<file path="src/rtl/collatz_pkg.sv">
// Shared types and widths for the Collatz request scheduler.
package collatz_pkg;

  localparam int unsigned CNT_W = 16;
  localparam int unsigned N_W   = 32;

  typedef enum logic [1:0] {
    IDLE,
    GO,
    RUN,
    RESP
  } state_t;

endpackage

</file>
<file path="src/rtl/rr_arbiter.sv">
// Combinational round-robin pick: first asserted request at or after ptr, with wrap.
module rr_arbiter #(
  parameter int unsigned N_REQ   = 4,
  parameter int unsigned ID_BITS = 2
) (
  input  logic [N_REQ-1:0]   req_valid,
  input  logic [ID_BITS-1:0] ptr,
  output logic [ID_BITS-1:0] sel,
  output logic               any
);

  localparam int unsigned IW = ID_BITS + 1;

  logic [IW-1:0] idx;

  // Scan from the farthest offset down so the nearest request to ptr wins.
  always_comb begin
    sel = '0;
    any = 1'b0;
    idx = '0;
    for (int k = N_REQ - 1; k >= 0; k--) begin
      idx = {1'b0, ptr} + IW'(k);
      if (idx >= IW'(N_REQ)) begin
        idx = idx - IW'(N_REQ);
      end
      if (req_valid[idx[ID_BITS-1:0]]) begin
        sel = idx[ID_BITS-1:0];
        any = 1'b1;
      end
    end
  end

endmodule

</file>
<file path="src/rtl/collatz_sched.sv">
// Round-robin scheduler sharing one external Collatz iterator among N_REQ requesters;
// returns the sequence term count tagged with the requester id.
module collatz_sched
  import collatz_pkg::*;
#(
  parameter int unsigned      N_REQ    = 4,
  parameter int unsigned      ID_BITS  = 2,
  parameter logic [CNT_W-1:0] MAX_ITER = 16'hFFFF
) (
  input  logic                   clk,
  input  logic                   rst_n,
  input  logic [N_REQ-1:0]       req_valid,
  input  logic [N_W*N_REQ-1:0]   req_n,
  output logic [N_REQ-1:0]       req_ready,
  output logic                   rsp_valid,
  output logic [ID_BITS-1:0]     rsp_id,
  output logic [CNT_W-1:0]       rsp_count,
  output logic                   rsp_ovf,
  output logic                   busy,
  output logic                   cgo,
  output logic [N_W-1:0]         cn,
  input  logic                   cdone
);

  localparam logic [ID_BITS-1:0] LAST_ID = ID_BITS'(N_REQ - 1);

  state_t             state;
  logic [ID_BITS-1:0] ptr;
  logic [ID_BITS-1:0] id_q;
  logic [ID_BITS-1:0] sel;
  logic               any;
  logic [CNT_W-1:0]   cnt;
  logic [N_W-1:0]     req_words [N_REQ];

  for (genvar i = 0; i < N_REQ; i++) begin : g_words
    assign req_words[i] = req_n[N_W*i +: N_W];
  end

  rr_arbiter #(
    .N_REQ   (N_REQ),
    .ID_BITS (ID_BITS)
  ) u_arb (
    .req_valid (req_valid),
    .ptr       (ptr),
    .sel       (sel),
    .any       (any)
  );

  // Acceptance strobe is combinational so a requester sees it in the same cycle.
  always_comb begin
    req_ready = '0;
    if (rst_n && state == IDLE && any) begin
      req_ready[sel] = 1'b1;
    end
  end

  // cn doubles as the latched start value; cgo is raised on accept so it is high during GO.
  always_ff @(posedge clk or negedge rst_n) begin
    if (!rst_n) begin
      state     <= IDLE;
      ptr       <= '0;
      id_q      <= '0;
      cnt       <= '0;
      cgo       <= 1'b0;
      cn        <= '0;
      rsp_valid <= 1'b0;
      rsp_id    <= '0;
      rsp_count <= '0;
      rsp_ovf   <= 1'b0;
      busy      <= 1'b0;
    end else begin
      cgo       <= 1'b0;
      rsp_valid <= 1'b0;
      unique case (state)
        IDLE: begin
          if (any) begin
            id_q  <= sel;
            cn    <= req_words[sel];
            cgo   <= 1'b1;
            busy  <= 1'b1;
            state <= GO;
          end
        end
        GO: begin
          cnt   <= CNT_W'(1);
          state <= RUN;
        end
        RUN: begin
          // Limit check comes before the increment, so cnt never wraps.
          if (cdone) begin
            rsp_count <= cnt;
            rsp_ovf   <= 1'b0;
            rsp_id    <= id_q;
            rsp_valid <= 1'b1;
            state     <= RESP;
          end else if (cnt == MAX_ITER) begin
            rsp_count <= MAX_ITER;
            rsp_ovf   <= 1'b1;
            rsp_id    <= id_q;
            rsp_valid <= 1'b1;
            state     <= RESP;
          end else begin
            cnt <= cnt + CNT_W'(1);
          end
        end
        RESP: begin
          ptr   <= (id_q == LAST_ID) ? '0 : id_q + ID_BITS'(1);
          busy  <= 1'b0;
          state <= IDLE;
        end
        default: state <= IDLE;
      endcase
    end
  end

endmodule

</file>
<file path="config.mk">
export PLATFORM = sky130hd
export DESIGN_NAME = collatz_sched
export DESIGN_NICKNAME = d
export VERILOG_FILES = /design/src/rtl/collatz_pkg.sv /design/src/rtl/rr_arbiter.sv /design/src/rtl/collatz_sched.sv
export SDC_FILE = /design/constraint.sdc
export NUM_CORES = 1
export LEC_CHECK = 0
export CORE_MARGIN = 5
export CORE_UTILIZATION = 46
export CTS_BUF_LIST = sky130_fd_sc_hd__clkbuf_8
export CTS_CLUSTER_DIAMETER = 30
export CTS_CLUSTER_SIZE = 40
export DETAILED_ROUTE_END_ITERATION = 12
export PLACE_DENSITY = 0.9
export SLEW_MARGIN = 25
export SYNTH_ARGS = -nofsm -noshare
export SYNTH_HDL_FRONTEND = slang
export SYNTH_SLANG_ARGS = --single-unit
</file>
<file path="constraint.sdc">
create_clock -name clk -period 4.21 [get_ports clk]
set_input_delay 0.842 -clock clk [delete_from_list [all_inputs] [get_ports clk]]
set_output_delay 0.842 -clock clk [all_outputs]
set_load 0.01 [all_outputs]
</file>
==> impl_metrics.env <==
export IMPL_cts_tree="done"
export IMPL_syn_area_per_cell_um2=10.7
export IMPL_area_growth_pct=53.6
export IMPL_synthAdderAreaFrac=0.0214
export IMPL_multiInputGateArea_um2=2040
export IMPL_ys_ff_latch=76
export IMPL_grt_pass1_vias=4167
export IMPL_dp_cells=665
export IMPL_synth_most_common_cell="dfrtp_1"
export IMPL_power_leakage_nw=2.76
export IMPL_core_area_um2=8680
export IMPL_drc=0
export IMPL_synth_area_um2=4090
export IMPL_antenna_found_initial=2
export IMPL_finalSetupViolCount=0
export IMPL_fillers=625
export IMPL_start_util=0.471
export IMPL_finalWirelength_mm=13.6
export IMPL_synth_top_family_by_area="multiplexers"
export IMPL_grt_usage=0.250
export IMPL_worstSetupStartpointType="input port"
export IMPL_cts_hold_buf=0
export IMPL_grt_overflow=0
export IMPL_yosysTopAreaCell="dfrtp_1"
export IMPL_seq_area_frac_synth=0.465
export IMPL_hold_viol_final=0
export IMPL_gp_congestion=0.911
export IMPL_first_iter_violations=142
export IMPL_placed_area_um2=6060
export IMPL_clkLatencyLatePin_ns=0.34
export IMPL_finClkSkew_ns=0.00865
export IMPL_die_h_um=104
export IMPL_numCtsBuffers=9
export IMPL_synth_edf_count=0
export IMPL_synthMuxAreaShare=0.173
export IMPL_ioPinCount=193
export IMPL_path_buf_inv=2
export IMPL_die_w_um=104
export IMPL_cts_clk_slew_worst_paths_ns=0.08
export IMPL_fin_crit_ns=3.71
export IMPL_htree_levels=3
export IMPL_cts_resized=0
export IMPL_clockBufferDepth=2
export IMPL_ys_flop_type="dfrtp_1"
export IMPL_synth_compound_gate_area_share=0.153
export IMPL_ys_async_sr_fraction=1.00
export IMPL_area_sequential_um2=1900
export IMPL_yosys_warnings=0
export IMPL_cp_top_family="buffers and inverters"
export IMPL_clock_root_buffer="clkbuf_8"
export IMPL_wire_per_inst_um=20.0
export IMPL_relSlewSlack=0.345
export IMPL_grt_max_degree=77
export IMPL_yosys_top_cells_count="76 x dfrtp_1, 66 x mux2i_1, 58 x nand2_1, 32 x o221ai_1, 15 x nand3_1"
export IMPL_min_path_type="reg -> reg"
export IMPL_dp_hpwl_mm=10.2
export IMPL_ant_nets=0
export IMPL_num_rows=34
export IMPL_portBuffers=192
export IMPL_irDropWorstVdd_uv=292
export IMPL_slew_violations=0
export IMPL_synth_top_area_frac=0.465
export IMPL_path_cells="clkdlybuf4s50_1 -> nor2b_1 -> a21o_1 -> a211o_4 -> nor3_1 -> clkdlybuf4s50_1"
export IMPL_required_ns=3.37
export IMPL_vias=3861
export IMPL_synthTopCellsByArea="dfrtp_1 46%, mux2i_1 16%, o221ai_1 6.9%"
export IMPL_end_kind="output pin"
export IMPL_synthesis_nets=525
export IMPL_slowest_delay_ns=0.61
export IMPL_synth_cell_types=43
export IMPL_dieArea_um2=10900
export IMPL_drive_above_1_share=0.0717
export IMPL_post_cts_buffers=0
export IMPL_grt_pass1_wl_mm=21.6
export IMPL_fin_util=0.724
export IMPL_synthCells=383
export IMPL_synth_simple_area_share=0.136
export IMPL_cts_sinks=76
export IMPL_final_area_um2=6280
export IMPL_vias_per_cell=5.66
export IMPL_final_cells=682
export IMPL_maxCapViolCount=0
export IMPL_synthXorXnorAreaFrac=0.0128
export IMPL_crit_type="in -> out"
export IMPL_crit_top_cell="clkdlybuf4s50_1"
export IMPL_tightest_slew_ns=0.982
export IMPL_nNetsFinal=710
export IMPL_setup_tns_ns=0
export IMPL_fmax_mhz=270
export IMPL_path_max_fanout=10
export IMPL_min_period_over_period=0.880
export IMPL_drt_first_pass_iters=4
export IMPL_arrival_ns=2.86
export IMPL_status="finished clean"
export IMPL_power_density_nw_per_um2=607
export IMPL_rsz0062_at_grt="no"
export IMPL_critPathSlowestCell="clkdlybuf4s50_1"
power by group:
part | internal [mW] | leakage, nW | switching (mW) | total [mW]
logic | 1.04 | 1.70 | 0.944 | 1.98
clock network | 0.332 | 0.109 | 0.268 | 0.600
registers | 1.03 | 0.952 | 0.199 | 1.23
total | 2.40 | 2.76 | 1.41 | 3.81
final cells by class:
| type | count | share of cell area |
|---|---|---|
| multi-input cells | 276 | 0.324 |
| repair buffers | 197 | 0.312 |
| inverters | 8 | 0.00478 |
| flip-flops and latches | 76 | 0.303 |
| well taps | 108 | 0.0215 |
| diodes | 2 | 0.000797 |
| clock buffers | 9 | 0.0197 |
| clock inverters | 6 | 0.0139 |
worst reg2reg max path: stages (launching register included):
cell      delay [ns]
dfrtp_1         0.41
nor2b_1         0.22
a21o_1          0.14
a211o_4         0.21
buf_4           0.74
mux2i_1         0.45
o221ai_1        0.18
flip-flops by register name, indices dropped and copies added, names as in the netlist, 2 cells and up:
name	cells
state	2
ptr	2
rsp_count	16
cnt	16
rsp_id	2
cn	32
id_q	2
logic make-up (layout without fill, tap and decap cells):
logic type / count (synthesis) / in the layout
AO/OA/AOI/OAI: 76 / 76
XOR/XNOR: 6 / 6
adder cells (fa/ha/maj): 7 / 7
buffers and inverters: 31 / 220
flip-flops: 76 / 76
multiplexers: 70 / 70
other: 0 / 2
AND/OR/NAND/NOR: 117 / 117
final timing paths:
kind                                   start  slack [ns]  cells past startpoint      endpoint
max in group asynchronous              rst_n        3.09                      2        cn[11]
worst min register to register        cn[20]        0.50                      2        cn[20]
min in group asynchronous              rst_n        0.63                      2          busy
worst min-delay path                  cn[20]        0.50                      2        cn[20]
worst max-delay path            req_valid[2]        0.50                      6  req_ready[3]
worst max register to register        ptr[0]        1.73                      6         cn[2]
through the flow:
step / hold WS, ns / total power [mW] / setup slack (ns)
6_report: 0.496 / 3.81 / 0.503
3_3_place_gp: 0.471 / 3.14 / 0.645
2_1_floorplan: 0.468 / 2.31 / 1.29
3_5_place_dp: 0.477 / 3.22 / 0.555
4_1_cts: 0.495 / 3.84 / 0.551
5_1_grt: 0.526 / 4.07 / 0.421
cell usage in the layout, fill, tap and decap left out, types with 2 or more instances in the layout:
master / n
a2111oi_0: 2
a21o_1: 3
a21oi_1: 8
buf_4: 5
bufinv_16: 2
clkbuf_8: 9
clkdlybuf4s50_1: 191
clkinv_2: 2
dfrtp_1: 76
diode_2: 2
ha_1: 7
inv_1: 8
mux2_2: 4
mux2i_1: 66
nand2_1: 58
nand2b_1: 4
nand3_1: 15
nand4_1: 4
nor2_1: 13
nor2b_1: 3
nor3_1: 3
nor3_2: 2
nor4_1: 4
o211a_1: 2
o211ai_1: 2
o21ai_0: 4
o221ai_1: 32
o22a_1: 8
o22a_2: 8
or2_2: 2
or3_1: 2
or4_1: 2
xnor2_1: 6
per-layer routing:
metal | track usage | up-vias | part of all wire
li1 | - | 1801 | -
met1 | 0.264 | 1875 | 0.36
met3 | 0.105 | 28 | 0.086
met5 | 0 | - | 0
met2 | 0.433 | 157 | 0.52
met4 | 0.108 | 0 | 0.030
No activity file was read; power rests on OpenSTA's default activity.
